File: src/rtl/axppa_toa_arbiter.sv
// Purpose : round-robin share of one registered three-operand approximate adder among NREQ requesters,
//           tagging each issue with its ID and exact sum, queueing results and counting approximation errors.
// Latency : LAT+1 cycles from handshake to resp_valid (empty FIFO); backpressure: issue stops when FIFO+in-flight reaches DEPTH.
//
// Ports:
//   clk, reset (async, active-low)
//   req_valid/req_ready     per-requester handshake; req_ready is a combinational one-hot grant
//   req_a/b/c               packed operands, requester i at [i*WIDTH +: WIDTH]
//   add_a/b/c, add_sum      registered operands to / result from the external adder
//   resp_valid/resp_ready   FIFO head handshake; resp_id/resp_sum/resp_err describe the head
//   err_count               saturating count of results captured with err=1
module axppa_toa_arbiter #(
   parameter int WIDTH = 16,
   parameter int NREQ  = 4,
   parameter int LAT   = 1,
   parameter int DEPTH = 4
) (
   input  logic                       clk,
   input  logic                       reset,
   input  logic [NREQ-1:0]            req_valid,
   input  logic [NREQ*WIDTH-1:0]      req_a,
   input  logic [NREQ*WIDTH-1:0]      req_b,
   input  logic [NREQ*WIDTH-1:0]      req_c,
   output logic [NREQ-1:0]            req_ready,
   output logic [WIDTH-1:0]           add_a,
   output logic [WIDTH-1:0]           add_b,
   output logic [WIDTH-1:0]           add_c,
   input  logic [WIDTH-1:0]           add_sum,
   output logic                       resp_valid,
   input  logic                       resp_ready,
   output logic [$clog2(NREQ)-1:0]    resp_id,
   output logic [WIDTH-1:0]           resp_sum,
   output logic                       resp_err,
   output logic [15:0]                err_count
);

   localparam int IDW = $clog2(NREQ);
   localparam int AW  = $clog2(DEPTH);
   // wide enough to hold fifo_count + inflight without overflow
   localparam int CW  = $clog2(DEPTH + LAT + 2) + 1;

   logic [IDW-1:0]   ptr;
   logic [IDW-1:0]   sel;
   logic [IDW-1:0]   cand;
   logic             found;
   logic             can_issue;
   logic             hs;
   logic [CW-1:0]    inflight;
   logic [WIDTH-1:0] op_a, op_b, op_c, exact;

   logic [LAT:0]     tag_vld;
   logic [IDW-1:0]   tag_id    [0:LAT];
   logic [WIDTH-1:0] tag_exact [0:LAT];

   logic [IDW-1:0]   mem_id  [0:DEPTH-1];
   logic [WIDTH-1:0] mem_sum [0:DEPTH-1];
   logic             mem_err [0:DEPTH-1];
   logic [AW-1:0]    wr_ptr, rd_ptr, head_idx;
   logic [AW:0]      fifo_count;
   logic             push, pop, cap_err;

   // ---------------- credit ----------------
   always_comb begin
      inflight = '0;
      for (int i = 0; i <= LAT; i++) begin
         inflight = inflight + CW'(tag_vld[i]);
      end
   end

   // A pop only lowers fifo_count at the next edge, so credit returns one cycle later.
   assign can_issue = (CW'(fifo_count) + inflight) < CW'(DEPTH);

   // ---------------- round-robin arbitration ----------------
   always_comb begin
      found = 1'b0;
      sel   = '0;
      cand  = '0;
      for (int k = 1; k <= NREQ; k++) begin
         cand = IDW'((int'(ptr) + k) % NREQ);
         if (!found && req_valid[cand]) begin
            found = 1'b1;
            sel   = cand;
         end
      end
   end

   // reset gating keeps the grant low for the whole time reset is held
   assign hs = found & can_issue & reset;

   always_comb begin
      req_ready = '0;
      if (hs) req_ready[sel] = 1'b1;
   end

   assign op_a  = req_a[int'(sel)*WIDTH +: WIDTH];
   assign op_b  = req_b[int'(sel)*WIDTH +: WIDTH];
   assign op_c  = req_c[int'(sel)*WIDTH +: WIDTH];
   assign exact = op_a + op_b + op_c;

   // ---------------- issue + tag pipeline ----------------
   always_ff @(posedge clk or negedge reset) begin
      if (!reset) begin
         ptr     <= IDW'(NREQ - 1);
         add_a   <= '0;
         add_b   <= '0;
         add_c   <= '0;
         tag_vld <= '0;
         for (int i = 0; i <= LAT; i++) begin
            tag_id[i]    <= '0;
            tag_exact[i] <= '0;
         end
      end else begin
         if (hs) begin
            ptr   <= sel;
            add_a <= op_a;
            add_b <= op_b;
            add_c <= op_c;
         end
         // a bubble (valid=0) enters whenever no handshake happens
         tag_vld[0]   <= hs;
         tag_id[0]    <= sel;
         tag_exact[0] <= exact;
         for (int i = 1; i <= LAT; i++) begin
            tag_vld[i]   <= tag_vld[i-1];
            tag_id[i]    <= tag_id[i-1];
            tag_exact[i] <= tag_exact[i-1];
         end
      end
   end

   // ---------------- capture + output FIFO ----------------
   assign push    = tag_vld[LAT];
   assign cap_err = (add_sum != tag_exact[LAT]);
   assign pop     = resp_valid & resp_ready;

   always_ff @(posedge clk or negedge reset) begin
      if (!reset) begin
         wr_ptr     <= '0;
         rd_ptr     <= '0;
         fifo_count <= '0;
         err_count  <= '0;
         for (int i = 0; i < DEPTH; i++) begin
            mem_id[i]  <= '0;
            mem_sum[i] <= '0;
            mem_err[i] <= 1'b0;
         end
      end else begin
         if (push) begin
            mem_id[wr_ptr]  <= tag_id[LAT];
            mem_sum[wr_ptr] <= add_sum;
            mem_err[wr_ptr] <= cap_err;
            wr_ptr          <= wr_ptr + AW'(1);
            if (cap_err && (err_count != 16'hFFFF)) err_count <= err_count + 16'd1;
         end
         if (pop) rd_ptr <= rd_ptr + AW'(1);
         fifo_count <= fifo_count + (AW+1)'(push) - (AW+1)'(pop);
      end
   end

   assign resp_valid = (fifo_count != '0);

   // When empty, keep showing the most recently popped slot so the outputs hold.
   assign head_idx = resp_valid ? rd_ptr : (rd_ptr - AW'(1));
   assign resp_id  = mem_id[head_idx];
   assign resp_sum = mem_sum[head_idx];
   assign resp_err = mem_err[head_idx];

endmodule

File: config.mk
export PLATFORM = sky130hd
export DESIGN_NAME = axppa_toa_arbiter
export DESIGN_NICKNAME = d
export VERILOG_FILES = /design/src/rtl/axppa_toa_arbiter.sv
export SDC_FILE = /design/constraint.sdc
export NUM_CORES = 1
export LEC_CHECK = 0
export CAP_MARGIN = 25
export CORE_UTILIZATION = 50
export CTS_CLUSTER_SIZE = 14
export DETAILED_ROUTE_END_ITERATION = 7
export DONT_BUFFER_PORTS = 1
export PLACE_DENSITY_LB_ADDON = 0.1
export SLEW_MARGIN = 15
export SYNTH_ARGS = -nofsm -noshare
export SYNTH_HDL_FRONTEND = slang
export SYNTH_SLANG_ARGS = --single-unit
File: constraint.sdc
create_clock -name clk -period 4.75 [get_ports clk]
set_clock_uncertainty 0.2 [all_clocks]
set_input_delay 0.95 -clock clk [delete_from_list [all_inputs] [get_ports clk]]
set_output_delay 0.95 -clock clk [all_outputs]
set_load 0.1 [all_outputs]
==> flow_metrics.tcl, run 1 <==
set metrics [dict create \
    numCtsBuffers 17 \
    final_nets 1152 \
    synth_edf_count 0 \
    synth_top_area_frac 0.456 \
    grt_pass1_vias 6643 \
    rows 51 \
    area_delta_synth_final_pct 11.8 \
    cp_slowest_stage_delay_ns 0.62 \
    chipHeight_um 145 \
    htreeDepth 4 \
    timing.final.crit_share 0.927 \
    layout-drive-gt1-share 0.249 \
    grt_max_degree 166 \
    synth_seq_cells 187 \
    drc_errors 0 \
    synth.cell_area_mm2 0.0102 \
    yosys_warnings 0 \
    vias 6587 \
    crit_family "compound AO/OA/AOI/OAI gates" \
    arrival_ns 4.51 \
    clk_pin_slew_ns 0.07 \
    period_minus_slack_ns 4.40 \
    clock-root-buffer "clkbuf_16" \
    crit_path_max_fanout 31 \
    synth.top_cells.by_count "dfrtp_1 (185), mux2_2 (122), nand2_1 (120), o21ai_0 (56), mux2i_1 (52)" \
    crit_buf_inv 4 \
    r2r_end "tag_exact[31]" \
    slew_headroom 0.309 \
    synth_cells 872 \
    insertion_delay_ns 0.43 \
    setup-tns-final_ns 0 \
    clockBufferDepth 2 \
    worst_slew_pin_slew_ns 1.03 \
    r2r_slack_ns 0.35 \
    crit_required_ns 4.85 \
    cpMaxStageDelayCell "dfstp_2" \
    cts_tree "built" \
    yosysUniqueCellTypes 53 \
    setup_ws_ns 0.349 \
    worst-setup-path-type "register to register" \
    synth-seq-area-share 0.461 \
    core-area_mm2 0.0197 \
    status "finished clean" \
    yosys_most_used_dff "dfrtp_1" \
    synth_area_leader_cell "dfrtp_1" \
    yosysMostFrequentCell "dfrtp_1" \
    die_area_mm2 0.0209 \
    ys_async_sr_fraction 1.00 \
    floorplan.initialDensity 0.515 \
    vias_per_cell 5.60 \
    grt_setup_unrepaired "no" \
    reg2regPathDepth 15 \
    setup_viol 0 \
    first_pass_iters 4 \
    drv_slew 0 \
    dp_hpwl_um 17800 \
    antenna_left 0 \
    grt_first_pass_wirelength_um 36300 \
    yosys-top-cells-area "dfrtp_1 (46%), mux2_2 (14%), mux2i_1 (5.1%)" \
    synth.avg_cell_area_um2 11.6 \
    drt-total-wl_um 23500 \
    die_width_um 145 \
    startpoint_type "register" \
    portBuffers 0 \
    r2r_start "ptr[1]" \
    finalWeightedCongestion 0.872 \
    worstSetupEndpointType "register" \
    maxCapViolCount 0 \
    clock-sinks 187 \
    antenna_found_initial 3 \
    pre_cts_ws_ns 0.00601 \
    track_usage 0.234 \
    holdCritPathClass "input pin to asynchronous set/reset pin" \
    cts.repair.resized 0 \
    drt_iter0_drc 332 \
    ioPinCount 303 \
    max_freq_ghz 0.227 \
    cts_setup_buffers 0 \
    finalHoldViolCount 0 \
    synth_fp_nets 1127 \
    whs_ns 0.0282 \
    cp_cell_sequence "nand3b_1 -> a31oi_4 -> buf_12 -> buf_12 -> mux2_2 -> o21ai_1 -> fa_1 -> inv_1 -> ha_1 -> inv_1 -> o21ai_0 -> a21o_1 -> a21oi_1 -> o21ai_0 -> xnor3_1" \
    avgRoutedWirePerCell_um 19.9 \
    gr-total-overflow 0 \
]
==> placed cells by master, fill, tap and decap left out, drive strengths merged, types with 8 or more instances in the layout <==
cell type	n
nand2	120
ha	23
mux4	20
inv	47
mux2i	52
a21oi	16
xor2	31
xnor2	18
clkbuf	17
fa	17
dfrtp	185
buf	47
o21ai	92
nor2	15
mux2	122
nor3	8
==> how the worst max path moves through the flow <==
stage                               end  slack (ns)         start  depth (start not counted)
after floorplan           tag_exact[29]        0.15  req_valid[3]                         16
after global placement    tag_exact[31]        0.05  req_valid[1]                         15
after detailed placement  tag_exact[31]       0.006  req_valid[1]                         15
after CTS                 tag_exact[31]        0.31        ptr[1]                         15
after global routing      tag_exact[29]        0.02        ptr[1]                         15
final                     tag_exact[31]        0.35        ptr[1]                         15
==> metrics by stage <==
step                      instances   util  area, µm²
final                          1177  0.576      11400
after global routing           1176  0.576      11400
after CTS                      1173  0.575      11300
after detailed placement       1141  0.546      10800
after global placement         1141  0.546      10800
after floorplan                 872      -      10200
==> layout make-up <==
cell class,instances,area [µm²]
antenna,3,7.51
inverter,42,158
clock buffer,17,425
fill,1623,8360
multi-input combinational,601,5100
timing repair buffer,48,510
tap,265,332
clock inverter,14,138
sequential,187,4680
==> sequential cells by signal, indices dropped and copies added, names as in the netlist <==
signal / flops
err_count: 16
mem_sum: 64
fifo_count: 3
mem_id: 8
ptr: 2
add_a: 16
wr_ptr: 2
mem_err: 4
add_c: 16
tag_exact: 32
rd_ptr: 2
tag_vld: 2
add_b: 16
tag_id: 4
==> kinds of logic (layout without fill, tap and decap cells) <==
kind of cell | Yosys count | after routing | synth area share
buffers and inverters | 84 | 121 | 0.0413
muxes | 194 | 194 | 0.234
and+or+nand+nor | 184 | 184 | 0.0814
xor gates and xnor gates | 50 | 50 | 0.0452
AOI/OAI and AO/OA | 133 | 133 | 0.0754
adders and majority gates | 40 | 40 | 0.0618
other | 0 | 3 | 0
DFF | 187 | 187 | 0.461
==> repair_timing <==
item / CTS / global route
endpoints found under the setup margin: 0 / 0
hold buffers: 1 / 1
endpoints found under the hold margin: 24 / 1
==> metal layers <==
layer	wire length, µm	GRT usage	share of wire	vias to the layer above
li1	-	-	-	3107
met4	452	0.0731	0.019	2
met3	1430	0.0659	0.061	26
met1	9450	0.276	0.40	3254
met5	13	0	0.00055	-
met2	12100	0.410	0.52	198
Power of run 1 is not shown: default switching activity piles up to over one toggle a cycle in this logic, so the estimate is an artifact.
==> run 2: changes to the inputs <==
CELL_PAD_IN_SITES_DETAIL_PLACEMENT = 0   (was not set)
CELL_PAD_IN_SITES_GLOBAL_PLACEMENT = 1   (was not set)
==> run 2 against run 1 <==
Net effect:
- non-clock buffer count shrank 5
- fmax shrank 3.1%
- sequential share of layout area grew 0.12 points
- first-iteration DRC count shrank 24%
- highest routed layer is now met4
- sequential cell count is the same
- hold slack gained 0.0038 ns
- critical path depth is the same
- via count shrank 0.55%
- largest cell class unchanged
- final cell count shrank 0.59%
- die area is the same
==> flow_metrics.tcl, run 2 (synthesized netlist as in run 1, its figures left out) <==
set metrics [dict create \
    die_width_um 145 \
    numCtsBuffers 17 \
    reg.largest.list "mem_sum (64), tag_exact (32)" \
    clock-root-buffer "clkbuf_16" \
    vias 6551 \
    vias_per_cell 5.60 \
    cpMaxStageDelayCell "dfstp_2" \
    portBuffers 0 \
    cp_slowest_stage_delay_ns 0.62 \
    layout_common_cells "dfrtp_1 (185), mux2_2 (122), nand2_1 (120)" \
    worstSetupEndpointType "register" \
    cts_setup_buffers 0 \
    route.met2.wl_um 12100 \
    critPathLaunch "ptr[1]" \
    grt_setup_unrepaired "no" \
    worst-setup-path-type "register to register" \
    r2r_start "ptr[1]" \
    reg2regPathDepth 15 \
    period_minus_slack_ns 4.54 \
    crit_required_ns 4.85 \
    startpoint_type "register" \
    max_freq_ghz 0.220 \
    grt_pass1_vias 6806 \
    ioPinCount 303 \
    first_pass_iters 4 \
    avgRoutedWirePerCell_um 20.0 \
    clk_pin_slew_ns 0.07 \
    cts_tree "built" \
    area_delta_synth_final_pct 11.5 \
    die_area_mm2 0.0209 \
    drc_errors 0 \
    setup-tns-final_ns 0 \
    layout.cells.most_common "dfrtp_1" \
    clockBufferDepth 2 \
    slew_headroom 0.315 \
    drt-total-wl_um 23400 \
    dp_hpwl_um 18000 \
    worst_slew_pin_slew_ns 1.03 \
    layout-drive-gt1-share 0.244 \
    grt_first_pass_wirelength_um 36300 \
    arrival_ns 4.64 \
    top_layer_used "met4" \
    chipHeight_um 145 \
    top_register "mem_sum" \
    gr-total-overflow 0 \
    wl_met3_um 1430 \
    core-area_mm2 0.0197 \
    antenna_found_initial 0 \
    crit_path_max_fanout 17 \
    maxCapViolCount 0 \
    path_common_cell "o21a_1" \
    antenna_left 0 \
    seqCellArea_mm2 0.00468 \
    final_nets 1147 \
    drt_iter0_drc 253 \
    grt_max_degree 183 \
    setup_viol 0 \
    floorplan.initialDensity 0.515 \
    clock-sinks 187 \
    wl_met1_um 9340 \
    rows 51 \
    timing.final.crit_share 0.957 \
    cp_cell_sequence "nand3b_1 -> a31oi_4 -> buf_4 -> mux2_2 -> o21ai_0 -> buf_4 -> fa_1 -> inv_1 -> ha_1 -> o21a_1 -> o21a_1 -> o21a_1 -> a21o_1 -> a2111o_1 -> o311ai_0" \
    holdCritPathClass "input pin to asynchronous set/reset pin" \
    largest_reg_flops 64 \
    htreeDepth 4 \
    finalWeightedCongestion 0.827 \
    status "finished clean" \
    antenna_cells 0 \
    drv_slew 0 \
    fill_cells 1633 \
    multi_input_area_mm2 0.00510 \
    finalHoldViolCount 0 \
    track_usage 0.233 \
    insertion_delay_ns 0.42 \
]
[run 2: cell type report]
class                      instances  share of cell area
inverter                          42              0.0139
multi-input combinational        601               0.451
clock inverter                    10             0.00940
clock buffer                      22              0.0428
sequential                       187               0.414
timing repair buffer              43              0.0400
tap                              265              0.0293
[run 2: worst max-delay path, delay by kind of cell (launching register included)]
kind	cells	cell delay (ns)
adders and majority gates	2	0.64
AOI/OAI and AO/OA	8	1.85
and+or+nand+nor	1	0.15
DFF	1	0.62
buffers and inverters	3	0.58
muxes	1	0.37
[run 2: worst paths after layout]
kind / endpoint / slack [ns]
max: tag_exact[29] / 0.21
min: mem_err[2] / 0.03
min reg2reg: tag_exact[5] / 0.14
min in group clk: tag_exact[5] / 0.14
max reg2reg: tag_exact[29] / 0.21
max in group asynchronous: mem_err[1] / 3.37
[run 2: metal layers]
layer  vias to the layer above  global-route usage
li1                       3090                   -
met1                      3244               0.278
met2                       187               0.404
met3                        30              0.0606
met4                         0              0.0803
met5                         -                   0
[run 2: what timing repair did]
item | 4_1_cts | 5_1_grt
gates resized for setup | 0 | 2
setup endpoints to repair | 0 | 2
hold buffers | 1 | 1
hold endpoints to repair | 7 | 9
[run 2: metrics by stage]
stage	hold slack [ns]	utilization	setup WS [ns]	std cells	instance area [µm²]
finish	0.0320	0.574	0.206	1170	11300
global route	0.00495	0.574	0.0483	1170	11300
CTS	0.00109	0.573	0.210	1169	11300
detailed placement	0.135	0.543	-0.0945	1136	10700
global placement	0.139	0.543	0.0217	1136	10700
floorplan	0.131	-	0.150	872	10200
Power of run 2 is left out for the same reason.
